File: src/rtl/host_link_arbiter.sv
// host_link_arbiter: locks the bootloader byte streams to one of three host
//   links (UART0, UART1, I2C) and pulses bl_reset on lock, break and timeout.
// Latency: rx/tx routing is combinational (zero cycles); bl_reset is registered
//   and appears one cycle after its cause.
// Backpressure: the selected link sees bl_in_ready / drives bl_out_ready;
//   unselected links are always ready, so their bytes are consumed and dropped.
//
// Ports:
//   clk, reset            single clock, asynchronous active-high reset
//   ch_rx_valid/data/ready per-link rx bytes (link i in ch_rx_data[8i+7:8i])
//   ch_rx_break           per-link break pulse
//   ch_tx_valid/ready     per-link tx handshake, ch_tx_data shared
//   ch_enabled            one-hot selected link (UART tx tristate enable)
//   bl_in_*               byte stream into the bootloader
//   bl_out_*              byte stream out of the bootloader
//   bl_busy               suspends the inactivity timeout
//   bl_reset              one-cycle bootloader reset pulse

module host_link_arbiter #(
  parameter logic [7:0] MAGIC_BYTE     = 8'hbc,
  parameter int         DEFAULT_CH     = 2,
  parameter int         TIMEOUT_CYCLES = 0
) (
  input  logic        clk,
  input  logic        reset,
  input  logic [2:0]  ch_rx_valid,
  input  logic [23:0] ch_rx_data,
  output logic [2:0]  ch_rx_ready,
  input  logic [2:0]  ch_rx_break,
  output logic [2:0]  ch_tx_valid,
  output logic [7:0]  ch_tx_data,
  input  logic [2:0]  ch_tx_ready,
  output logic [2:0]  ch_enabled,
  output logic        bl_in_valid,
  output logic [7:0]  bl_in_data,
  input  logic        bl_in_ready,
  input  logic        bl_out_valid,
  input  logic [7:0]  bl_out_data,
  output logic        bl_out_ready,
  input  logic        bl_busy,
  output logic        bl_reset
);

  localparam int NCH = 3;
  // Keep at least one counter bit so the timeout-disabled build still elaborates.
  localparam int CW = (TIMEOUT_CYCLES > 0) ? $clog2(TIMEOUT_CYCLES + 1) : 1;
  localparam logic [1:0]    DEF_SEL  = 2'(DEFAULT_CH);
  localparam logic [CW-1:0] CNT_LAST = CW'((TIMEOUT_CYCLES > 0) ? (TIMEOUT_CYCLES - 1) : 0);
  localparam logic [CW-1:0] CNT_MAX  = {CW{1'b1}};

  typedef enum logic {
    ST_UNLOCKED = 1'b0,
    ST_LOCKED   = 1'b1
  } state_t;

  state_t        state_q, state_d;
  logic [1:0]    sel_q, sel_d;
  logic          bl_reset_q, bl_reset_d;
  logic [CW-1:0] cnt_q, cnt_d;

  logic [7:0]     rx_byte [NCH];
  logic [NCH-1:0] sel_oh;
  logic [NCH-1:0] magic_vec;
  logic           magic_any;
  logic [1:0]     magic_sel;
  logic           sel_hs;
  logic           brk_sel;

  for (genvar g = 0; g < NCH; g++) begin : g_rx_byte
    assign rx_byte[g] = ch_rx_data[8*g +: 8];
  end

  // One-hot of sel; an out-of-range sel selects nothing.
  always_comb begin
    sel_oh = '0;
    for (int i = 0; i < NCH; i++) begin
      if (sel_q == 2'(i)) sel_oh[i] = 1'b1;
    end
  end

  // Magic byte on a non-default link while unlocked; the byte is swallowed,
  // never forwarded. Lowest index wins when several arrive together.
  always_comb begin
    magic_vec = '0;
    magic_any = 1'b0;
    magic_sel = DEF_SEL;
    for (int i = 0; i < NCH; i++) begin
      magic_vec[i] = (state_q == ST_UNLOCKED) && (i != DEFAULT_CH) &&
                     ch_rx_valid[i] && (rx_byte[i] == MAGIC_BYTE);
    end
    for (int i = NCH - 1; i >= 0; i--) begin
      if (magic_vec[i]) begin
        magic_any = 1'b1;
        magic_sel = 2'(i);
      end
    end
  end

  // Combinational routing from sel.
  always_comb begin
    bl_in_valid = |(ch_rx_valid & sel_oh);
    bl_in_data  = '0;
    for (int i = 0; i < NCH; i++) begin
      if (sel_oh[i]) bl_in_data = rx_byte[i];
    end
    for (int i = 0; i < NCH; i++) begin
      ch_rx_ready[i] = sel_oh[i] ? (bl_in_ready | magic_vec[i]) : 1'b1;
    end
    ch_tx_valid  = bl_out_valid ? sel_oh : '0;
    ch_tx_data   = bl_out_data;
    bl_out_ready = |(ch_tx_ready & sel_oh);
  end

  assign sel_hs  = (bl_in_valid && bl_in_ready) || (bl_out_valid && bl_out_ready);
  assign brk_sel = |(ch_rx_break & sel_oh);

  // Next-state: lock, break, inactivity timeout. All reset causes in one
  // cycle merge into a single pulse because bl_reset_d is one bit.
  always_comb begin
    state_d    = state_q;
    sel_d      = sel_q;
    bl_reset_d = 1'b0;
    cnt_d      = cnt_q;
    case (state_q)
      ST_UNLOCKED: begin
        cnt_d = '0;
        if (magic_any) begin
          state_d    = ST_LOCKED;
          sel_d      = magic_sel;
          bl_reset_d = 1'b1;
        end
      end
      ST_LOCKED: begin
        if (brk_sel) bl_reset_d = 1'b1;
        if (TIMEOUT_CYCLES > 0) begin
          if (sel_hs || bl_busy) begin
            cnt_d = '0;
          end else if (cnt_q >= CNT_LAST) begin
            state_d    = ST_UNLOCKED;
            sel_d      = DEF_SEL;
            bl_reset_d = 1'b1;
            cnt_d      = '0;
          end else if (cnt_q != CNT_MAX) begin
            cnt_d = cnt_q + CW'(1);
          end
        end
      end
      default: begin
        state_d = ST_UNLOCKED;
        sel_d   = DEF_SEL;
        cnt_d   = '0;
      end
    endcase
  end

  always_ff @(posedge clk or posedge reset) begin
    if (reset) begin
      state_q    <= ST_UNLOCKED;
      sel_q      <= DEF_SEL;
      bl_reset_q <= 1'b0;
      cnt_q      <= '0;
    end else begin
      state_q    <= state_d;
      sel_q      <= sel_d;
      bl_reset_q <= bl_reset_d;
      cnt_q      <= cnt_d;
    end
  end

  assign ch_enabled = sel_oh;
  assign bl_reset   = bl_reset_q;

endmodule
File: config.mk
export PLATFORM = sky130hd
export DESIGN_NAME = host_link_arbiter
export DESIGN_NICKNAME = d
export VERILOG_FILES = /design/src/rtl/host_link_arbiter.sv
export SDC_FILE = /design/constraint.sdc
export NUM_CORES = 1
export LEC_CHECK = 0
export ABC_AREA = 1
export CAP_MARGIN = 20
export CORE_MARGIN = 5
export CORE_UTILIZATION = 22
export DETAILED_ROUTE_END_ITERATION = 7
export PLACE_DENSITY = 0.86
export SLEW_MARGIN = 5
export SYNTH_ARGS = -nofsm -noshare
export SYNTH_HDL_FRONTEND = slang
export SYNTH_SLANG_ARGS = --single-unit
File: constraint.sdc
create_clock -name clk -period 0.97 [get_ports clk]
set_input_delay 0.1455 -clock clk [delete_from_list [all_inputs] [get_ports clk]]
set_output_delay 0.1455 -clock clk [all_outputs]
set_load 0.1 [all_outputs]
==> impl_results.md <==
- I/O pins: 74
- Setup violations, final: 23
- Number of global-route vias before repair: 1151
- Yosys reg bits: 4
- Share of cells above drive strength 1: between 60% and 70%
- DR WL met2: between 2000 and 2500 µm
- Top layer in use: met4
- DRC: 0
- Die area: ~0.0037 mm²
- Initial antenna violation count: 0
- Pwr Density: 1100 mW/mm²
- GR Util All Layers: roughly 20%
- Tmin final: 1.77 ns
- Area growth syn-to-layout: 253%
- DP HPWL: between 2000 and 2500 µm
- HP Class: in -> async
- R2R Setup Slk: -0.38 ns
- GP Congestion: approximately 0.79
- Maximum vdd drop: 0.878 mV
- Number of vias per cell: approximately 5
- CTS max path bufs: 2
- Sequential element share of the synthesized area: 17.9%
- Hold Vio Cnt, Final: 0
- Num CTS Buffers: 3
- Total power: between 2 and 2.5 mW
- Avg Inst Size Synth: 5.35 µm²
- Placed insts: about 200
- DR WL/cell: 18.9 µm
- Overflow after GRT: 0
- FMAX: 566 MHz
- Final #Nets: ~240
- Detail Route Antenna Nets: 0
- LEAKAGE: 0.946 nW
- Nature of the critical path endpoint: output port
- Htree depth: 1
- Share of the synthesized area in the top cell type: a little over a quarter
- Setup slack after layout: -0.798 ns
- Rows: 18
- Worst-path fanout max: 7
- Area contributors post-synth: nand2_1 (26%), nand3_1 (14%), buf_4 (13%), dfrtp_1 (13%), inv_1 (9.9%)
- Initial core utilization: around 23%
- Status: finished with violations
- CTS clock-pin slew for the worst setup and hold paths: 0.04 ns
- Met3 Routed Length: approximately 280 µm
- Yosys warns: 0
- Post-place setup slack: -0.876 ns
- Max-Cap Viols: 0
- Number of library cell types mapped by synthesis: 12
- Die Ht: just over 60 µm
- Failing checks: negative setup slack
- Final period utilization: 182%
- Synthesized instance count: 106
- Port-buffer cells: 56
- First-pass GRT wire length: 5500 µm
- Drt initial violations: 34
- WP data required: approximately 0.82 ns
- Met1 WL: between 1000 and 1500 µm
- Routed Wire Length: roughly 4200 µm
- Design Area, Final: between 0.002 and 0.0025 mm²
- Final Util: around four fifths
- Sink Count: 4
- Unrepaired setup endpoints after global routing: true
- Die X: 60.8 µm
- Root buffer cell: clkbuf_4
- Area after DPL: around 0.0016 mm²
- CTS tree: done
- Crit path launch type: flip-flop
- Clock latency on the worst-skew pair: approximately 0.23 ns
- Critical path type: reg -> out
- Skew final: about 0.0028 ns
- Pin count of the biggest net entering global routing: 14
- Synth area leader: nand2_1
- Fin. max-slew vios: 0
- Core ar.: about 0.0025 mm²
- RR Endpoint: bl_reset
- Slew HR: roughly three quarters
- Netlist Area Pre-Place: around 570 µm²
- Vias after detailed routing: ~1100
- Post-Layout Cell Count: around 220
- Hold-fix buffers, CTS: 0
- Ant diodes: 0
- Least-Margin Pin Slew: 0.352 ns
- Syn nets: 152
- R2R Path Start: sel_q[1]
- Worst EP arrival: 1.62 ns
- Drt pass-1 iters: 4
- Depth of the worst register-to-register path: 8
critical path: stages, from the launching register on:
cell	delay, ns
dfstp_2	0.54
buf_6	0.12
nand2_4	0.07
inv_6	0.07
buf_12	0.11
nand2_2	0.04
o211ai_1	0.16
clkbuf_16	0.28
flip-flops by register name, summed over array words and instances (netlist names):
register	flops
sel_q	2
state_q	1
bl_reset	1
per-stage QoR:
stage                     setup TNS (ns)  hold slack [ns]
after global routing              -13.66            0.134
after detailed placement          -13.65            0.292
final                             -12.77            0.125
after CTS                         -12.10           0.0885
after floorplan                   -11.70          -0.0892
after global placement            -13.00            0.292
Yosys cell counts:
master and n:
nand2_1 40, dfrtp_1 3, nor2_1 12, dfstp_2 1
buf_4 10, nor3_1 1, nand3_1 16, nand3b_1 2
inv_1 15, o211ai_1 4, a21oi_1 1, inv_2 1
cell type report:
| class | instances | area (µm²) |
|---|---|---|
| multi-input combinational | 76 | 642 |
| sequential | 4 | 104 |
| fill | 128 | 474 |
| tap | 30 | 37.5 |
| clock buffer | 4 | 26.3 |
| inverter | 16 | 80.1 |
| timing repair buffer | 92 | 1110 |
layout by cell type, fill, tap and decap left out, types with 2 or more instances in the layout:
| cell type | Yosys | layout |
|---|---|---|
| nand3b_1 | 2 | 2 |
| nor2_4 | 0 | 6 |
| inv_1 | 15 | 9 |
| dlymetal6s2s_1 | 0 | 4 |
| buf_12 | 0 | 21 |
| inv_2 | 1 | 2 |
| clkdlybuf4s50_1 | 0 | 22 |
| inv_4 | 0 | 3 |
| o211ai_1 | 4 | 4 |
| nand2_2 | 0 | 16 |
| dfrtp_2 | 0 | 2 |
| nand2_1 | 40 | 19 |
| nand3_1 | 16 | 2 |
| buf_4 | 10 | 22 |
| nand2_4 | 0 | 4 |
| buf_6 | 0 | 16 |
| nand3_2 | 0 | 3 |
| dlygate4sd2_1 | 0 | 6 |
| nor2_2 | 0 | 5 |
| clkbuf_4 | 0 | 3 |
| nand3_4 | 0 | 11 |
metal layers:
metal | vias up | track usage [%]
met5 | - | 0
met4 | 0 | 8.36
met3 | 16 | 3.62
met2 | 63 | 39.8
met1 | 527 | 20.3
li1 | 496 | -
kinds of logic after synthesis:
| logic type | synth area share [%] |
|---|---|
| AND/OR/NAND/NOR | 52.1 |
| buffers and inverters | 23.8 |
| AO/OA/AOI/OAI | 6.18 |
| flip-flops | 17.9 |
worst max-delay path by stage:
stage,from,end,cells after the start,slack (ns)
final,sel_q[1],bl_in_valid,7,-0.80
after global routing,sel_q[1],bl_in_valid,7,-0.83
after CTS,sel_q[1],bl_in_valid,7,-0.68
after detailed placement,sel_q[1],bl_in_data[4],4,-0.88
after global placement,sel_q[1],bl_in_data[7],4,-0.80
after floorplan,sel_q[0],bl_in_data[0],2,-1.18
report_power, final:
part           internal, mW  total (mW)  leakage, nW  switching [mW]
clock                 0.155       0.231       0.0150          0.0763
sequential            0.191       0.216       0.0439          0.0248
combinational         0.719        1.76        0.887            1.04
repair_timing:
item | in CTS | in global routing
pin swaps | 13 | 14
gates resized for setup | 72 | 33
endpoints found under the setup margin | 23 | 23
buffers inserted | 15 | 10
(Power assumes the default switching activity.)
